[src/rtl/pcs_vol_pkg.sv]
// Shared types and constants for the per-domain voltage-scale handshake blocks.
package pcs_vol_pkg;

  localparam int VOL_W = 3;

  typedef logic [VOL_W-1:0] vol_level_t;

  typedef enum logic [1:0] {
    IDLE  = 2'd0,
    REQ   = 2'd1,
    REL   = 2'd2,
    ABORT = 2'd3
  } vol_state_e;

  localparam vol_level_t VOL_LEVEL_MIN = 3'd0;
  localparam vol_level_t VOL_LEVEL_MAX = 3'd7;

endpackage

[src/rtl/vol_ack_sync.sv]
// Reset-to-0 flop chain bringing a 32 kHz-domain status bit into pclk.
module vol_ack_sync #(
  parameter int SYNC_STAGES = 2
) (
  input  logic pclk,
  input  logic prst,
  input  logic async_in,
  output logic sync_out
);

  logic [SYNC_STAGES-1:0] sync_q;

  // NOTE: non-blocking assignments make every stage sample the previous stage's old value.
  always_ff @(posedge pclk) begin
    if (prst) sync_q <= '0;
    else      sync_q <= {sync_q[SYNC_STAGES-2:0], async_in};
  end

  assign sync_out = sync_q[SYNC_STAGES-1];

endmodule

[src/rtl/pcs_vol_scale_initiator.sv]
// Four-phase req/ack initiator toward a power domain's voltage controller.
// Optional per-phase timeout and ABORT state are built when PCS_VOL_TIMEOUT_EN is defined.
module pcs_vol_scale_initiator
  import pcs_vol_pkg::*;
#(
  parameter int         SYNC_STAGES    = 2,
  parameter int         TIMEOUT_CYCLES = 1024,
  parameter vol_level_t RESET_LEVEL    = VOL_LEVEL_MIN
) (
  input  logic             pclk,
  input  logic             prst,
  input  logic             cmd_valid,
  output logic             cmd_ready,
  input  logic [VOL_W-1:0] cmd_level,
  output logic             done_valid,
  output logic             done_err,
  output logic             busy,
  output logic [VOL_W-1:0] cur_level,
  output logic             pcs_vol_scale_req,
  output logic [VOL_W-1:0] pcs_vol_scale,
  input  logic             pcs_vol_scale_ack
);

  if (SYNC_STAGES < 2 || TIMEOUT_CYCLES < 2) begin : g_param_check
    $error("pcs_vol_scale_initiator: SYNC_STAGES and TIMEOUT_CYCLES must be at least 2");
  end

  vol_state_e state_q, state_d;
  logic       ack_s;
  logic       accept;
  logic       done_valid_d;
  vol_level_t cur_level_d;
  vol_level_t vol_d;

  vol_ack_sync #(.SYNC_STAGES(SYNC_STAGES)) u_ack_sync (
    .pclk     (pclk),
    .prst     (prst),
    .async_in (pcs_vol_scale_ack),
    .sync_out (ack_s)
  );

  // A stale high ack means the responder has not returned to zero yet.
  assign cmd_ready = (state_q == IDLE) && !ack_s;
  assign accept    = cmd_valid && cmd_ready;
  assign busy      = (state_q != IDLE);

`ifdef PCS_VOL_TIMEOUT_EN
  localparam int               CNT_W    = $clog2(TIMEOUT_CYCLES + 1);
  localparam logic [CNT_W-1:0] CNT_LAST = CNT_W'(TIMEOUT_CYCLES - 1);
  localparam logic [CNT_W-1:0] CNT_SAT  = CNT_W'(TIMEOUT_CYCLES);

  logic [CNT_W-1:0] cnt_q, cnt_d;
  logic             done_err_d;
  logic             expired;

  assign expired = (cnt_q == CNT_LAST);
`endif

  // NOTE: every variable gets a default before the case so no latch is inferred.
  always_comb begin
    state_d      = state_q;
    done_valid_d = 1'b0;
    cur_level_d  = cur_level;
    vol_d        = pcs_vol_scale;
`ifdef PCS_VOL_TIMEOUT_EN
    done_err_d   = 1'b0;
    cnt_d        = cnt_q;
    if ((state_q == REQ || state_q == REL) && cnt_q != CNT_SAT) cnt_d = cnt_q + 1'b1;
`endif
    case (state_q)
      IDLE: begin
        if (accept) begin
          if (cmd_level == cur_level) begin
            done_valid_d = 1'b1;
          end else begin
            vol_d   = cmd_level;
            state_d = REQ;
`ifdef PCS_VOL_TIMEOUT_EN
            cnt_d   = '0;
`endif
          end
        end
      end
      REQ: begin
        if (ack_s) begin
          cur_level_d = pcs_vol_scale;
          state_d     = REL;
`ifdef PCS_VOL_TIMEOUT_EN
          cnt_d       = '0;
        end else if (expired) begin
          state_d     = ABORT;
`endif
        end
      end
      REL: begin
        if (!ack_s) begin
          done_valid_d = 1'b1;
          state_d      = IDLE;
`ifdef PCS_VOL_TIMEOUT_EN
        end else if (expired) begin
          // Level already committed; only the release phase failed.
          done_valid_d = 1'b1;
          done_err_d   = 1'b1;
          state_d      = IDLE;
`endif
        end
      end
      ABORT: begin
`ifdef PCS_VOL_TIMEOUT_EN
        if (!ack_s) begin
          done_valid_d = 1'b1;
          done_err_d   = 1'b1;
          state_d      = IDLE;
        end
`else
        state_d = IDLE;
`endif
      end
      default: state_d = IDLE;
    endcase
  end

  always_ff @(posedge pclk) begin
    if (prst) begin
      state_q           <= IDLE;
      pcs_vol_scale_req <= 1'b0;
      pcs_vol_scale     <= RESET_LEVEL;
      cur_level         <= RESET_LEVEL;
      done_valid        <= 1'b0;
    end else begin
      state_q           <= state_d;
      pcs_vol_scale_req <= (state_d == REQ);
      pcs_vol_scale     <= vol_d;
      cur_level         <= cur_level_d;
      done_valid        <= done_valid_d;
    end
  end

`ifdef PCS_VOL_TIMEOUT_EN
  always_ff @(posedge pclk) begin
    if (prst) begin
      cnt_q    <= '0;
      done_err <= 1'b0;
    end else begin
      cnt_q    <= cnt_d;
      done_err <= done_err_d;
    end
  end
`else
  assign done_err = 1'b0;
`endif

endmodule

[config.mk]
export PLATFORM = sky130hd
export DESIGN_NAME = pcs_vol_scale_initiator
export DESIGN_NICKNAME = d
export VERILOG_FILES = /design/src/rtl/pcs_vol_pkg.sv /design/src/rtl/vol_ack_sync.sv /design/src/rtl/pcs_vol_scale_initiator.sv
export SDC_FILE = /design/constraint.sdc
export NUM_CORES = 1
export LEC_CHECK = 0
export BUFFER_PORTS_ARGS = -buffer_cell sky130_fd_sc_hd__buf_2
export CORE_AREA = 2 2 39 41
export CTS_BUF_LIST = sky130_fd_sc_hd__clkbuf_8
export CTS_CLUSTER_SIZE = 20
export DETAILED_ROUTE_END_ITERATION = 16
export DIE_AREA = 0 0 41 43
export GPL_TIMING_DRIVEN = 0
export PLACE_DENSITY = 0.63
export SYNTH_ARGS = -nofsm -noshare
export SYNTH_HDL_FRONTEND = slang
export SYNTH_SLANG_ARGS = --single-unit
[constraint.sdc]
create_clock -name pclk -period 2.4 [get_ports pclk]
set_clock_uncertainty 0.05 [all_clocks]
set_input_delay 0.12 -clock pclk [delete_from_list [all_inputs] [get_ports pclk]]
set_output_delay 0.12 -clock pclk [all_outputs]
set_load 0.02 [all_outputs]
==> run_summary.xml, run 1 <==
<?xml version="1.0" encoding="UTF-8"?>
<metrics>
  <group name="power_and_ir_drop">
    <metric name="comb_power_share" unit="%">14.8</metric>
    <metric name="power-per-cell-area" unit="nW/um^2">759</metric>
    <metric name="design_power_total" unit="uW">506</metric>
    <metric name="internal_pwr_total" unit="uW">388</metric>
    <metric name="power_switching" unit="uW">118</metric>
    <metric name="power.sequential.fraction" unit="%">43.2</metric>
    <metric name="leakagePower" unit="nW">0.305</metric>
    <metric name="power.ir.vdd_worst" unit="V">0.000436</metric>
    <metric name="power_switching_share" unit="%">23.3</metric>
    <metric name="clk_network_pwr_share" unit="%">42.0</metric>
  </group>
  <group name="clock_network">
    <metric name="tritoncts_clock_tree" unit="">yes</metric>
    <metric name="clkTransAtPathRegs" unit="ps">50</metric>
    <metric name="htree_levels" unit="">1</metric>
    <metric name="cts-root-buf" unit="">clkbuf_8</metric>
    <metric name="cts_max_path_buffers" unit="">2</metric>
    <metric name="cts_resized" unit="">0</metric>
    <metric name="postCtsSetupRepairBufs" unit="">0</metric>
    <metric name="numCtsBuffers" unit="">3</metric>
    <metric name="tritoncts_num_sinks" unit="">12</metric>
    <metric name="hold_buffers" unit="">0</metric>
    <metric name="clkLatencyLatePin" unit="ps">230</metric>
  </group>
  <group name="logic_synthesis">
    <metric name="synth_area_leader_cell" unit="">dfxtp_1</metric>
    <metric name="synth_seq_cells" unit="">12</metric>
    <metric name="netlist_top_cells_area" unit="">dfxtp_1, mux2i_1, nor2_1</metric>
    <metric name="synth_area" unit="sq um">510</metric>
    <metric name="syn-num-nets" unit="">57</metric>
    <metric name="synth_largest_type_area_fraction" unit="%">47.1</metric>
    <metric name="post_synth.cell_area_avg" unit="sq um">10.2</metric>
    <metric name="synth_sequential_area_ratio" unit="%">47.1</metric>
    <metric name="synth_warnings" unit="">0</metric>
    <metric name="syn-instance-count" unit="">50</metric>
    <metric name="ys_types" unit="">21</metric>
  </group>
  <group name="sta">
    <metric name="post_route_minimum_period" unit="ps">1580</metric>
    <metric name="f_max" unit="GHz">0.633</metric>
    <metric name="tns" unit="ps">0</metric>
    <metric name="setup_viol" unit="">0</metric>
    <metric name="post-route-period-util" unit="%">65.9</metric>
    <metric name="grt_setup_unrepaired" unit="">no</metric>
    <metric name="timing.final.hold_violations" unit="">0</metric>
    <metric name="maxSlewViolCount" unit="">0</metric>
    <metric name="setup_ws" unit="ps">819</metric>
  </group>
  <group name="setup_path">
    <metric name="worstSetupPathType" unit="">reg2reg</metric>
    <metric name="cp_cell_sequence" unit="">or4b_4 -&gt; a31oi_4 -&gt; mux2i_1 -&gt; nor2_1</metric>
    <metric name="critical-path-top-delay-family" unit="">simple AND/OR/NAND/NOR gates</metric>
    <metric name="end_kind" unit="">flip-flop</metric>
    <metric name="critical_path.max_fanout" unit="">7</metric>
    <metric name="cp.arrival" unit="ps">1640</metric>
    <metric name="start_kind" unit="">flip-flop</metric>
    <metric name="critPathBufInv" unit="">0</metric>
    <metric name="crit_required" unit="ps">2460</metric>
    <metric name="critPathMaxStageDelay" unit="ps">580</metric>
    <metric name="critical_path.slowest_cell" unit="">or4b_4</metric>
  </group>
  <group name="die">
    <metric name="top_level_ports" unit="">18</metric>
    <metric name="fp-row-count" unit="">14</metric>
    <metric name="start_util" unit="%">36.9</metric>
    <metric name="die_w" unit="um">41</metric>
    <metric name="floorplan.die_area" unit="sq um">1760</metric>
    <metric name="die_h" unit="um">43</metric>
    <metric name="core" unit="sq um">1380</metric>
  </group>
  <group name="place">
    <metric name="port-buffer-count" unit="">16</metric>
    <metric name="dp_worst_setup_slack" unit="ps">821</metric>
    <metric name="globalplace.congestion" unit="">0.775</metric>
    <metric name="dpl-instance-area" unit="sq um">611</metric>
    <metric name="place.detailed.instances" unit="">82</metric>
    <metric name="hpwl" unit="um">645</metric>
  </group>
  <group name="detailed_routing">
    <metric name="routed_wire_length_per_instance" unit="um">10.0</metric>
    <metric name="drc" unit="">0</metric>
    <metric name="drt-vias-per-instance" unit="">4.77</metric>
    <metric name="ant_nets" unit="">0</metric>
    <metric name="drt_total_wl" unit="um">864</metric>
    <metric name="dr.pass1.iters" unit="">4</metric>
    <metric name="vias" unit="">410</metric>
    <metric name="drt-initial-drc-count" unit="">3</metric>
  </group>
  <group name="worst_hold_path">
    <metric name="worstHoldPathType" unit="">in2reg</metric>
  </group>
  <group name="grt">
    <metric name="grtUsageTotal" unit="%">12.8</metric>
    <metric name="grt_antenna_before_repair" unit="">0</metric>
    <metric name="grt_pass1_vias" unit="">345</metric>
    <metric name="overflow" unit="">0</metric>
    <metric name="largest_net_degree_at_the_start_of_global_routing" unit="">11</metric>
    <metric name="grt_first_pass_wirelength" unit="um">1480</metric>
  </group>
  <group name="cells_and_area">
    <metric name="final_net_count" unit="">78</metric>
    <metric name="stdcell_area" unit="sq um">666</metric>
    <metric name="diodes" unit="">0</metric>
    <metric name="layout.cells.most_common_list" unit="">buf_2, dfxtp_1, nor2_1</metric>
    <metric name="finalNonFillerCells" unit="">86</metric>
    <metric name="final_layout_size_suffix_gt1_share" unit="%">34.3</metric>
    <metric name="synthToLayoutAreaGrowth" unit="%">30.4</metric>
    <metric name="layout.cells.most_common" unit="">buf_2</metric>
  </group>
  <group name="outcome">
    <metric name="outcome" unit="">completed</metric>
  </group>
  <group name="run">
    <metric name="maxCapViolations" unit="">0</metric>
  </group>
</metrics>
[through the flow]
step	hold WS [ps]	utilization, %
floorplan	142	-
global placement	258	44.1
global route	21.9	48.1
CTS	11.3	48.1
finish	14.1	48.1
detailed placement	259	44.1
[path summary, 6_finish.rpt]
check,from,end,slack (ps),cells after the start
hold reg to reg,u_ack_sync.sync_q[0],u_ack_sync.sync_q[1],390,1
setup / recovery,state_q[0],pcs_vol_scale[2],820,4
hold / removal,prst,u_ack_sync.sync_q[0],10,2
setup reg to reg,state_q[0],pcs_vol_scale[2],820,4
[registers in the layout, indices dropped and copies added, names as in the netlist]
name	flops
cur_level	3
done_valid	1
pcs_vol_scale	3
pcs_vol_scale_req	1
state_q	2
u_ack_sync.sync_q	2
[worst reg2reg max path, cell delays in order, from the launching register on]
cell     delay [ps]
dfxtp_1         360
or4b_4          580
a31oi_4         210
mux2i_1         200
nor2_1           50
[logic make-up after synthesis]
logic type | Yosys count | synth area share [%]
AOI/OAI and AO/OA | 5 | 10.3
xor gates and xnor gates | 4 | 6.86
buffers and inverters | 2 | 2.21
DFF | 12 | 47.1
muxes | 5 | 9.80
other | 1 | 0.735
and+or+nand+nor | 21 | 23.0
[routing by layer]
| metal | up-vias | track usage (%) | wire length (um) |
|---|---|---|---|
| met2 | 12 | 16.3 | 366 |
| met3 | 2 | 3.14 | 59 |
| met4 | 0 | 10.0 | 17 |
| met5 | - | 0 | 0 |
| met1 | 181 | 17.7 | 421 |
| li1 | 215 | - | - |
[area by class of cell]
cell class,count,area (sq um)
buffer,2,11.3
clock buffer,4,55.1
fill,134,718
multi-input combinational,36,259
sequential,12,240
tap,16,20.0
timing repair buffer,16,80.1
[synth_stat cells, drive strengths merged]
library cell / instances
a31oi: 2
a32oi: 1
and2: 1
buf: 1
clkbuf: 1
conb: 1
dfxtp: 12
mux2i: 5
nand2: 1
nand3b: 1
nor2: 10
nor2b: 2
nor3b: 2
nor4: 1
nor4b: 1
o21ai: 1
o221a: 1
or2: 1
or4b: 1
xnor2: 4
[power groups by stage]
| stage | registers (mW) | logic (mW) | clock network [mW] |
|---|---|---|---|
| 4_1_cts | 0.218 | 0.0755 | 0.221 |
| 5_1_grt | 0.220 | 0.0824 | 0.232 |
| 3_3_place_gp | 0.222 | 0.0748 | 0 |
| 6_report | 0.218 | 0.0748 | 0.212 |
| 2_1_floorplan | 0.230 | 0.0455 | 0 |
| 3_5_place_dp | 0.222 | 0.0750 | 0 |
No activity file was read; power rests on OpenSTA's default activity.
==> run 2, diff against run 1 <==
Settings changed: PLACE_DENSITY 0.63 to 0.66.
Clock period 2.4 ns to 1.4 ns, I/O delays scaled along.
==> run 2 against run 1 <==
  * The flow now finishes with violations (setup timing)
  * Fmax is 3.9% higher
  * Total power grew 76%
  * Largest power group unchanged
  * Global-route usage rose by 0.78 points
  * Highest routed layer unchanged
  * Largest cell class unchanged
  * Routed wire length grew 11%
==> run_summary.xml, run 2 (same netlist as run 1, synthesis figures left out) <==
<?xml version="1.0" encoding="UTF-8"?>
<metrics>
  <group name="power_and_ir_drop">
    <metric name="power-per-cell-area" unit="nW/um^2">1210</metric>
    <metric name="comb_power_share" unit="%">16.9</metric>
    <metric name="internal_pwr_total" unit="uW">680</metric>
    <metric name="power_switching" unit="uW">211</metric>
    <metric name="power.sequential.fraction" unit="%">41.7</metric>
    <metric name="power.ir.vdd_worst" unit="V">0.000458</metric>
    <metric name="power_switching_share" unit="%">23.7</metric>
    <metric name="leakagePower" unit="nW">0.338</metric>
    <metric name="clk_network_pwr_share" unit="%">41.4</metric>
    <metric name="design_power_total" unit="uW">892</metric>
  </group>
  <group name="grt">
    <metric name="grt_pass1_vias" unit="">398</metric>
    <metric name="largest_net_degree_at_the_start_of_global_routing" unit="">11</metric>
    <metric name="grt_first_pass_wirelength" unit="um">1510</metric>
    <metric name="grt_antenna_before_repair" unit="">0</metric>
    <metric name="overflow" unit="">0</metric>
    <metric name="grtUsageTotal" unit="%">13.6</metric>
  </group>
  <group name="setup_path">
    <metric name="start_kind" unit="">flip-flop</metric>
    <metric name="critPathBufInv" unit="">0</metric>
    <metric name="critical_path.slowest_cell" unit="">or4b_4</metric>
    <metric name="end_kind" unit="">flip-flop</metric>
    <metric name="critical_path.max_fanout" unit="">3</metric>
    <metric name="cp_cell_sequence" unit="">or4b_4 -&gt; a31oi_4 -&gt; mux2i_1 -&gt; nor2_1</metric>
    <metric name="critPathMaxStageDelay" unit="ps">550</metric>
    <metric name="timing.reg2reg.worst_path_depth" unit="">4</metric>
    <metric name="worstSetupPathType" unit="">reg2reg</metric>
    <metric name="crit_required" unit="ps">1460</metric>
    <metric name="critical-path-top-delay-family" unit="">simple AND/OR/NAND/NOR gates</metric>
    <metric name="cp.arrival" unit="ps">1580</metric>
    <metric name="critical_path_cell_count" unit="">4</metric>
  </group>
  <group name="cells_and_area">
    <metric name="layout.cells.most_common_list" unit="">buf_2, nor2_1, dfxtp_1</metric>
    <metric name="final_layout_size_suffix_gt1_share" unit="%">42.1</metric>
    <metric name="synthToLayoutAreaGrowth" unit="%">44.1</metric>
    <metric name="layout.cells.most_common" unit="">buf_2</metric>
    <metric name="top_regs" unit="">cur_level x3, pcs_vol_scale x3</metric>
    <metric name="finalNonFillerCells" unit="">92</metric>
    <metric name="final_net_count" unit="">84</metric>
    <metric name="diodes" unit="">0</metric>
    <metric name="fill_cells" unit="">137</metric>
  </group>
  <group name="die">
    <metric name="top_level_ports" unit="">18</metric>
    <metric name="start_util" unit="%">36.9</metric>
    <metric name="die_h" unit="um">43</metric>
    <metric name="die_w" unit="um">41</metric>
    <metric name="core" unit="sq um">1380</metric>
    <metric name="fp-row-count" unit="">14</metric>
    <metric name="floorplan.die_area" unit="sq um">1760</metric>
  </group>
  <group name="run">
    <metric name="maxCapViolations" unit="">0</metric>
  </group>
  <group name="place">
    <metric name="port-buffer-count" unit="">16</metric>
    <metric name="hpwl" unit="um">687</metric>
    <metric name="place.detailed.instances" unit="">82</metric>
    <metric name="globalplace.congestion" unit="">0.725</metric>
  </group>
  <group name="clock_network">
    <metric name="numCtsBuffers" unit="">3</metric>
    <metric name="cts_max_path_buffers" unit="">2</metric>
    <metric name="clkLatencyLatePin" unit="ps">240</metric>
    <metric name="tritoncts_num_sinks" unit="">12</metric>
    <metric name="cts-root-buf" unit="">clkbuf_8</metric>
    <metric name="clkTransAtPathRegs" unit="ps">50</metric>
    <metric name="tritoncts_clock_tree" unit="">yes</metric>
    <metric name="htree_levels" unit="">1</metric>
  </group>
  <group name="worst_hold_path">
    <metric name="worstHoldPathType" unit="">in2reg</metric>
    <metric name="whs_path_depth" unit="">3</metric>
  </group>
  <group name="sta">
    <metric name="post-route-period-util" unit="%">109</metric>
    <metric name="grt_setup_unrepaired" unit="">yes</metric>
    <metric name="maxSlewViolCount" unit="">0</metric>
    <metric name="tns" unit="ps">-388</metric>
    <metric name="setup_ws" unit="ps">-121</metric>
    <metric name="f_max" unit="GHz">0.657</metric>
    <metric name="timing.final.hold_violations" unit="">0</metric>
    <metric name="post_route_minimum_period" unit="ps">1520</metric>
    <metric name="setup_viol" unit="">5</metric>
  </group>
  <group name="detailed_routing">
    <metric name="drc" unit="">0</metric>
    <metric name="dr.pass1.iters" unit="">3</metric>
    <metric name="drt-initial-drc-count" unit="">4</metric>
    <metric name="ant_nets" unit="">0</metric>
    <metric name="routed_wire_length_per_instance" unit="um">10.4</metric>
    <metric name="vias" unit="">435</metric>
    <metric name="drt_total_wl" unit="um">958</metric>
    <metric name="drt-vias-per-instance" unit="">4.73</metric>
  </group>
  <group name="outcome">
    <metric name="outcome" unit="">complete, but fails checks</metric>
    <metric name="failing_checks" unit="">setup timing</metric>
  </group>
</metrics>
-- run 2: cell count changes in the layout (fill, tap and decap cells not counted) --
cell,change
buf_2,-1
buf_4,+4
buf_6,+1
dfxtp_1,-3
dfxtp_2,+1
dfxtp_4,+2
dlygate4sd3_1,+2
nor2_1,-1
nor2_2,+1
or2_2,-1
or2_4,+1
-- run 2: power by group through the flow --
stage | logic (mW) | registers [mW] | clock network (mW)
after floorplan | 0.0780 | 0.394 | 0
after global placement | 0.128 | 0.382 | 0
after detailed placement | 0.129 | 0.382 | 0
after CTS | 0.139 | 0.372 | 0.389
after global routing | 0.166 | 0.374 | 0.400
final | 0.151 | 0.372 | 0.370
-- run 2: tightest hold or removal path, stage by stage --
cell and delay, ps:
buf_2 100, mux2i_1 70, nor2_1 70
-- run 2: metrics by stage --
step                setup slack (ps)  area, sq um  hold slack [ps]  utilization (%)
floorplan                      -70.5          513             84.2                -
global placement                -141          613              201             44.3
detailed placement              -143          613              203             44.3
CTS                             -134          706             53.9             51.0
global route                    -185          736             88.3             53.2
finish                          -121          736             54.7             53.2
-- run 2: layout make-up --
cell class,instances,area [sq um],share of cell area (%)
buffer,2,11.3,1.53
multi-input combinational,36,264,35.9
clock buffer,4,55.1,7.48
tap,16,20.0,2.72
timing repair buffer,22,136,18.5
sequential,12,249,33.8
-- run 2: worst paths after layout --
path	from	endpoint	slack, ps
max	state_q[1]	pcs_vol_scale[2]	-120
min	cmd_level[1]	pcs_vol_scale[1]	50
max reg2reg	state_q[1]	pcs_vol_scale[2]	-120
min reg2reg	u_ack_sync.sync_q[0]	u_ack_sync.sync_q[1]	380
-- run 2: layer usage --
metal | wire (um) | GRT usage (%) | share of wire, %
met1 | 413 | 14.7 | 43
met5 | 0 | 0 | 0
met3 | 56 | 4.71 | 5.8
met2 | 476 | 19.7 | 50
met4 | 12 | 12.0 | 1.3
-- run 2: what timing repair did --
| action | 4_1_cts | 5_1_grt |
|---|---|---|
| pin swaps | 1 | 1 |
| setup buffers | 2 | 2 |
| resized for setup | 1 | 6 |
| gates cloned | 0 | 0 |
| setup endpoints to repair | 3 | 6 |
| hold endpoints to repair | 2 | 0 |
| hold buffers | 2 | 0 |
